$ cat src/rtl/reg_writeback_ctrl_if.sv
// reg_writeback_ctrl_if: bundles the result, issue, hazard-query and write-port signals of
// reg_writeback_ctrl.
//   master : producer side (drives ALU/load results, issue info and operand queries;
//            observes lu_ready, busy flags, write port, forwarding and fifo_count)
//   slave  : the writeback controller
// Parameters: FIFO_DEPTH (load-result queue entries), DATA_W (result width).
interface reg_writeback_ctrl_if #(
    parameter int unsigned FIFO_DEPTH = 4,
    parameter int unsigned DATA_W     = 32
);
    localparam int unsigned CntW = $clog2(FIFO_DEPTH) + 1;

    logic              alu_valid;
    logic [4:0]        alu_rd;
    logic [DATA_W-1:0] alu_data;
    logic              lu_valid;
    logic [4:0]        lu_rd;
    logic [DATA_W-1:0] lu_data;
    logic              lu_ready;
    logic              iss_valid;
    logic [4:0]        iss_rd;
    logic [4:0]        rs1_addr;
    logic [4:0]        rs2_addr;
    logic              rs1_busy;
    logic              rs2_busy;
    logic              wb_write;
    logic              wb_hit;
    logic [4:0]        wb_addr;
    logic [DATA_W-1:0] wb_data;
    logic              rs1_fwd_valid;
    logic [DATA_W-1:0] rs1_fwd_data;
    logic              rs2_fwd_valid;
    logic [DATA_W-1:0] rs2_fwd_data;
    logic [CntW-1:0]   fifo_count;

    modport master (
        output alu_valid, alu_rd, alu_data,
        output lu_valid, lu_rd, lu_data,
        input  lu_ready,
        output iss_valid, iss_rd,
        output rs1_addr, rs2_addr,
        input  rs1_busy, rs2_busy,
        input  wb_write, wb_hit, wb_addr, wb_data,
        input  rs1_fwd_valid, rs1_fwd_data, rs2_fwd_valid, rs2_fwd_data,
        input  fifo_count
    );

    modport slave (
        input  alu_valid, alu_rd, alu_data,
        input  lu_valid, lu_rd, lu_data,
        output lu_ready,
        input  iss_valid, iss_rd,
        input  rs1_addr, rs2_addr,
        output rs1_busy, rs2_busy,
        output wb_write, wb_hit, wb_addr, wb_data,
        output rs1_fwd_valid, rs1_fwd_data, rs2_fwd_valid, rs2_fwd_data,
        output fifo_count
    );
endinterface

$ cat src/rtl/reg_writeback_ctrl.sv
// reg_writeback_ctrl: arbitrates a single register-file write port between a single-cycle
// ALU result (priority) and a queue of long-latency load results, and keeps a scoreboard of
// registers with outstanding writes for hazard queries.
// Ports:
//   CLK   : clock, all state changes on the rising edge
//   RESET : synchronous, active-high reset
//   bus   : reg_writeback_ctrl_if.slave (ALU/load results, issue, rs queries, write port,
//           forwarding, fifo_count)
// Build option: define WB_FWD_EN to enable write-port forwarding to rs1/rs2; otherwise the
// forwarding outputs are tied to zero.
module reg_writeback_ctrl #(
    parameter int unsigned FIFO_DEPTH = 4,
    parameter int unsigned DATA_W     = 32
) (
    input logic                 CLK,
    input logic                 RESET,
    reg_writeback_ctrl_if.slave bus
);
    localparam int unsigned PtrW = $clog2(FIFO_DEPTH);
    localparam int unsigned CntW = PtrW + 1;
    localparam logic [CntW-1:0] DepthC = CntW'(FIFO_DEPTH);

    logic [4:0]        mem_rd_q   [FIFO_DEPTH];
    logic [DATA_W-1:0] mem_data_q [FIFO_DEPTH];
    logic [PtrW-1:0]   wr_ptr_q, rd_ptr_q;
    logic [CntW-1:0]   count_q, count_d;
    logic [31:0]       pending_q, pending_d;  // bit 0 is never set
    logic              wb_write_q, wb_write_d;
    logic [4:0]        wb_addr_q, wb_addr_d;
    logic [DATA_W-1:0] wb_data_q, wb_data_d;
    logic              lu_ready;
    logic              push;
    logic              pop;
    logic              alu_sel;

    // A full queue refuses even if it pops this edge; keeps the ready path off the pop logic.
    assign lu_ready = !RESET && (count_q < DepthC);
    // rd=0 loads complete the handshake but are dropped.
    assign push     = bus.lu_valid && lu_ready && (bus.lu_rd != 5'd0);
    assign alu_sel  = bus.alu_valid && (bus.alu_rd != 5'd0);
    assign pop      = !alu_sel && (count_q != '0);

    always_comb begin
        wb_write_d = 1'b0;
        wb_addr_d  = wb_addr_q;
        wb_data_d  = wb_data_q;
        if (alu_sel) begin
            wb_write_d = 1'b1;
            wb_addr_d  = bus.alu_rd;
            wb_data_d  = bus.alu_data;
        end else if (pop) begin
            wb_write_d = 1'b1;
            wb_addr_d  = mem_rd_q[rd_ptr_q];
            wb_data_d  = mem_data_q[rd_ptr_q];
        end
    end

    always_comb begin
        count_d = count_q;
        unique case ({push, pop})
            2'b10:   count_d = count_q + CntW'(1);
            2'b01:   count_d = count_q - CntW'(1);
            default: count_d = count_q;
        endcase
    end

    // Set is applied after clear so a same-edge re-issue keeps the register pending.
    always_comb begin
        pending_d = pending_q;
        if (wb_write_d) begin
            pending_d[wb_addr_d] = 1'b0;
        end
        if (bus.iss_valid && (bus.iss_rd != 5'd0)) begin
            pending_d[bus.iss_rd] = 1'b1;
        end
    end

    always_ff @(posedge CLK) begin
        if (RESET) begin
            wr_ptr_q   <= '0;
            rd_ptr_q   <= '0;
            count_q    <= '0;
            pending_q  <= '0;
            wb_write_q <= 1'b0;
            wb_addr_q  <= '0;
            wb_data_q  <= '0;
        end else begin
            if (push) begin
                wr_ptr_q <= wr_ptr_q + PtrW'(1);
            end
            if (pop) begin
                rd_ptr_q <= rd_ptr_q + PtrW'(1);
            end
            count_q    <= count_d;
            pending_q  <= pending_d;
            wb_write_q <= wb_write_d;
            wb_addr_q  <= wb_addr_d;
            wb_data_q  <= wb_data_d;
        end
    end

    // Queue storage needs no reset; occupancy is tracked by the pointers and count.
    always_ff @(posedge CLK) begin
        if (push) begin
            mem_rd_q[wr_ptr_q]   <= bus.lu_rd;
            mem_data_q[wr_ptr_q] <= bus.lu_data;
        end
    end

    assign bus.lu_ready   = lu_ready;
    assign bus.fifo_count = count_q;
    assign bus.wb_write   = wb_write_q;
    assign bus.wb_hit     = wb_write_q;
    assign bus.wb_addr    = wb_addr_q;
    assign bus.wb_data    = wb_data_q;
    assign bus.rs1_busy   = (bus.rs1_addr != 5'd0) && pending_q[bus.rs1_addr];
    assign bus.rs2_busy   = (bus.rs2_addr != 5'd0) && pending_q[bus.rs2_addr];

`ifdef WB_FWD_EN
    assign bus.rs1_fwd_valid = wb_write_q && (wb_addr_q == bus.rs1_addr) &&
                               (bus.rs1_addr != 5'd0);
    assign bus.rs1_fwd_data  = wb_data_q;
    assign bus.rs2_fwd_valid = wb_write_q && (wb_addr_q == bus.rs2_addr) &&
                               (bus.rs2_addr != 5'd0);
    assign bus.rs2_fwd_data  = wb_data_q;
`else
    assign bus.rs1_fwd_valid = 1'b0;
    assign bus.rs1_fwd_data  = '0;
    assign bus.rs2_fwd_valid = 1'b0;
    assign bus.rs2_fwd_data  = '0;
`endif
endmodule
$ cat src/flat_wrapper.sv
// flat-port wrapper written by rule: the top's interface ports become plain ports
module reg_writeback_ctrl_flat 
#(
    parameter int unsigned FIFO_DEPTH = 4,
    parameter int unsigned DATA_W     = 32
)
  (CLK, RESET, bus_alu_valid, bus_alu_rd, bus_alu_data, bus_lu_valid, bus_lu_rd, bus_lu_data, bus_lu_ready, bus_iss_valid, bus_iss_rd, bus_rs1_addr, bus_rs2_addr, bus_rs1_busy, bus_rs2_busy, bus_wb_write, bus_wb_hit, bus_wb_addr, bus_wb_data, bus_rs1_fwd_valid, bus_rs1_fwd_data, bus_rs2_fwd_valid, bus_rs2_fwd_data, bus_fifo_count);
  reg_writeback_ctrl_if #(.FIFO_DEPTH(FIFO_DEPTH), .DATA_W(DATA_W)) bus_i ();
  input logic CLK;
  input logic RESET;
  input wire logic [$bits(bus_i.alu_valid)-1:0] bus_alu_valid;
  input wire logic [$bits(bus_i.alu_rd)-1:0] bus_alu_rd;
  input wire logic [$bits(bus_i.alu_data)-1:0] bus_alu_data;
  input wire logic [$bits(bus_i.lu_valid)-1:0] bus_lu_valid;
  input wire logic [$bits(bus_i.lu_rd)-1:0] bus_lu_rd;
  input wire logic [$bits(bus_i.lu_data)-1:0] bus_lu_data;
  output wire logic [$bits(bus_i.lu_ready)-1:0] bus_lu_ready;
  input wire logic [$bits(bus_i.iss_valid)-1:0] bus_iss_valid;
  input wire logic [$bits(bus_i.iss_rd)-1:0] bus_iss_rd;
  input wire logic [$bits(bus_i.rs1_addr)-1:0] bus_rs1_addr;
  input wire logic [$bits(bus_i.rs2_addr)-1:0] bus_rs2_addr;
  output wire logic [$bits(bus_i.rs1_busy)-1:0] bus_rs1_busy;
  output wire logic [$bits(bus_i.rs2_busy)-1:0] bus_rs2_busy;
  output wire logic [$bits(bus_i.wb_write)-1:0] bus_wb_write;
  output wire logic [$bits(bus_i.wb_hit)-1:0] bus_wb_hit;
  output wire logic [$bits(bus_i.wb_addr)-1:0] bus_wb_addr;
  output wire logic [$bits(bus_i.wb_data)-1:0] bus_wb_data;
  output wire logic [$bits(bus_i.rs1_fwd_valid)-1:0] bus_rs1_fwd_valid;
  output wire logic [$bits(bus_i.rs1_fwd_data)-1:0] bus_rs1_fwd_data;
  output wire logic [$bits(bus_i.rs2_fwd_valid)-1:0] bus_rs2_fwd_valid;
  output wire logic [$bits(bus_i.rs2_fwd_data)-1:0] bus_rs2_fwd_data;
  output wire logic [$bits(bus_i.fifo_count)-1:0] bus_fifo_count;
  assign bus_i.alu_valid = bus_alu_valid;
  assign bus_i.alu_rd = bus_alu_rd;
  assign bus_i.alu_data = bus_alu_data;
  assign bus_i.lu_valid = bus_lu_valid;
  assign bus_i.lu_rd = bus_lu_rd;
  assign bus_i.lu_data = bus_lu_data;
  assign bus_lu_ready = bus_i.lu_ready;
  assign bus_i.iss_valid = bus_iss_valid;
  assign bus_i.iss_rd = bus_iss_rd;
  assign bus_i.rs1_addr = bus_rs1_addr;
  assign bus_i.rs2_addr = bus_rs2_addr;
  assign bus_rs1_busy = bus_i.rs1_busy;
  assign bus_rs2_busy = bus_i.rs2_busy;
  assign bus_wb_write = bus_i.wb_write;
  assign bus_wb_hit = bus_i.wb_hit;
  assign bus_wb_addr = bus_i.wb_addr;
  assign bus_wb_data = bus_i.wb_data;
  assign bus_rs1_fwd_valid = bus_i.rs1_fwd_valid;
  assign bus_rs1_fwd_data = bus_i.rs1_fwd_data;
  assign bus_rs2_fwd_valid = bus_i.rs2_fwd_valid;
  assign bus_rs2_fwd_data = bus_i.rs2_fwd_data;
  assign bus_fifo_count = bus_i.fifo_count;
  reg_writeback_ctrl #(.FIFO_DEPTH(FIFO_DEPTH), .DATA_W(DATA_W)) u_core (.CLK(CLK), .RESET(RESET), .bus(bus_i));
endmodule
$ cat config.mk
export PLATFORM = sky130hd
export DESIGN_NAME = reg_writeback_ctrl_flat
export DESIGN_NICKNAME = d
export VERILOG_FILES = /design/src/rtl/reg_writeback_ctrl_if.sv /design/src/rtl/reg_writeback_ctrl.sv /design/src/flat_wrapper.sv
export SDC_FILE = /design/constraint.sdc
export NUM_CORES = 1
export LEC_CHECK = 0
export ABC_AREA = 0
export BUFFER_PORTS_ARGS = -buffer_cell sky130_fd_sc_hd__buf_4
export CAP_MARGIN = 20
export CORE_UTILIZATION = 55
export CTS_CLUSTER_DIAMETER = 150
export DETAILED_ROUTE_END_ITERATION = 10
export GPL_TIMING_DRIVEN = 0
export HOLD_SLACK_MARGIN = 0.15
export PLACE_DENSITY_LB_ADDON = 0.3
export SETUP_SLACK_MARGIN = 0.2
export SLEW_MARGIN = 20
export SYNTH_ARGS = -nofsm -noshare
export SYNTH_HDL_FRONTEND = slang
export SYNTH_SLANG_ARGS = --single-unit
export TNS_END_PERCENT = 5
$ cat constraint.sdc
create_clock -name CLK -period 6.4 [get_ports CLK]
set_clock_uncertainty 0.2 [all_clocks]
set_input_delay 1.6 -clock CLK [delete_from_list [all_inputs] [get_ports CLK]]
set_output_delay 1.6 -clock CLK [all_outputs]
set_load 0.03 [all_outputs]
==> qor.yml <==
drt:
  ant_nets: 0
  drc_errors: 0
  vias: 6871
  first_iter_violations: 501
  wl_per_cell_um: 19.4
  routed_wl_um: 23500
  vias_per_cell: 5.67
  firstDrtPassIters: 5
floorplanning:
  die_h_um: 137
  dieArea_um2: 18800
  ios: 205
  initial_core_util_pct: 57.1
  placementRows: 48
  coreArea_um2: 17500
  dieWidth_um: 137
critical_path:
  r2r-start: "u_core.bus.fifo_count[0]$_SDFFE_PP0P_"
  start_kind: "input pin"
  path_max_fanout: 9
  cp-end-kind: "output pin"
  slowest_delay_ps: 610
  cp_num_buf_inv: 2
  critPathArrivalTime_ps: 3640
  required_ps: 4600
  critPathKind: "in2out"
  crit_path_frequent_cell: "mux4_2"
  cpLargestDelayFamily: "multiplexers"
  startpoint: "bus_rs2_addr[0]"
  crit_slowest_cell: "mux4_2"
  cp_cell_sequence: "clkbuf_1, mux4_2, mux4_2, mux2_2, buf_4"
hold_path:
  hold_path_class: "reg2reg"
  hold_start: "u_core.bus.wb_data[26]$_SDFFE_PP0N_"
cells_and_area:
  finalInstanceArea_um2: 12400
  syn_to_final_growth_pct: 23.5
  multi_input_area_um2: 3530
  diodes: 0
  seq_area_um2: 6010
  nFillCells: 1199
  layout-drive-gt1-share_pct: 33.4
  final_nets: 1070
placement:
  globalplace.congestion: 0.836
  pre_cts_slack_ps: 945
  port_buffers: 131
  placed_area_um2: 11600
  dp.final_hpwl_um: 16300
timing:
  hold_viol: 0
  tns_ps: 0
  slew_violations: 0
  period_share_pct: 84.9
  setup_viol_count_final: 0
  fin_ws_ps: 965
  layout_min_cycle_time_ps: 5440
  slew_headroom_pct: 18.0
  grt_setup_unrepaired: "no"
  max_freq_mhz: 184
  tightest_slew_ps: 1230
global_routing:
  grt_max_degree: 28
  grt_pass1_vias: 6724
  grt-ovfl-total: 0
  antenna_found_initial: 0
  grt_usage_pct: 25.4
  grt_pass1_wl_um: 35700
synthesis:
  yosys.cell_types.count: 50
  synthCells: 745
  yosys_warnings: 0
  synth_seq_cells: 226
  synth-edff-count: 148
  avgSynthCellArea_um2: 13.4
  yosys_most_used_dff: "edfxtp_1"
  synth-async-reset-ratio_pct: 0
  yosysSeqAreaShare_pct: 60.0
  syn-cell-area_um2: 10000
clocking:
  clkLatencyLatePin_ps: 510
  h-tree-depth: 1
  cts_buffer_depth: 3
  post_cts_buffers: 0
  clock-sinks: 226
  cts_root_buf: "clkbuf_16"
  post_cts_resized: 0
  path_clk_slew_ps: 60
  numCtsBuffers: 23
  postCtsHoldBufs: 0
  cts_tree: "done"
run:
  maxCapViolCount: 0
power:
  power_density_nw_per_um2: 348
  ir_drop_v: 0.000284
  power_leakage_nw: 4.62
run_status:
  status: "finished clean"
[worst reg2reg max path: stages, from the launching register on]
cell,delay (ps)
dfxtp_1,370
nor3_2,710
o211ai_1,300
a222oi_1,1080
and2_1,310
a311oi_1,110
[area by class of cell]
type	count	share of cell area [%]
Timing Repair Buffer	135	8.66
Tap cell	225	2.28
Sequential cell	226	48.5
Inverter	6	0.182
Clock inverter	7	0.961
Buffer	114	5.74
Clock buffer	34	5.15
Multi-Input combinational cell	464	28.5
[synthesized netlist by cell type (6+ instances only)]
library cell	n	area, um^2
nor2_1	67	251
a311oi_1	56	490
mux4_2	54	1220
and2_1	9	56.3
a21oi_1	31	155
mux2_2	7	78.8
inv_1	6	22.5
nor3_1	12	60.1
dfxtp_1	78	1560
nand2_1	98	368
edfxtp_1	148	4440
buf_4	69	518
buf_2	12	60.1
clkbuf_1	28	105
[registers in the layout, summed over array words and instances (netlist names), named ones only]
signal and cells:
u_core.bus.fifo_count 3, u_core.bus.wb_addr 5, u_core.bus.wb_data 32, u_core.bus.wb_hit 1
u_core.mem_data_q 128, u_core.mem_rd_q 20, u_core.pending_q 31, u_core.rd_ptr_q 2
u_core.wr_ptr_q 2
[routing by layer]
layer	vias to the layer above	routed length, um	track usage (%)	part of all wire (%)
met1	3320	9210	32.7	39
met4	0	595	9.04	2.5
met3	54	1860	4.33	7.9
met2	351	11900	43.5	50
met5	-	0	0	0
li1	3146	-	-	-
[worst paths after layout]
path / end / cells after the start / slack (ps)
min reg2reg: u_core.bus.wb_data[26]$_SDFFE_PP0N_ / 2 / 280
min: u_core.bus.wb_data[26]$_SDFFE_PP0N_ / 2 / 280
max reg2reg: u_core.pending_q[17]$_SDFF_PP0_ / 5 / 3180
max: bus_rs2_busy / 5 / 960
[logic make-up after synthesis]
logic type | count (synthesis) | share of synthesized area, %
other cells | 1 | 0.0374
fa+ha+maj | 6 | 0.824
buf+inv | 120 | 7.32
mux | 65 | 13.7
compound gates | 109 | 8.39
simple gates | 213 | 9.36
xor+xnor | 5 | 0.437
flops | 226 | 60.0
[layout by cell type, fill, tap and decap left out, types with 12 or more instances in the layout]
| master | n |
|---|---|
| buf_4 | 200 |
| edfxtp_1 | 148 |
| nand2_1 | 98 |
| dfxtp_1 | 78 |
| nor2_1 | 67 |
| conb_1 | 66 |
| a311oi_1 | 56 |
| mux4_2 | 54 |
| clkbuf_1 | 37 |
| a21oi_1 | 31 |
| clkbuf_16 | 23 |
| nor3_1 | 12 |
| buf_2 | 12 |
[power breakdown]
group	internal [mW]	switching, mW	leakage (nW)
clock network	0.811	0.537	0.361
logic	0.482	0.750	2.27
registers	1.66	0.0631	1.98
total	2.96	1.35	4.62
[metrics by stage]
step                      total power [mW]  hold slack, ps  instances  util (%)
after CTS                             4.31             282       1211      70.6
after global placement                2.94             254       1166      65.7
final                                 4.31             281       1211      70.6
after global routing                  4.46             300       1211      70.6
after detailed placement              2.97             259       1170      66.2
after floorplan                       2.59             283        810         -
Power figures use the tool's default switching activity.
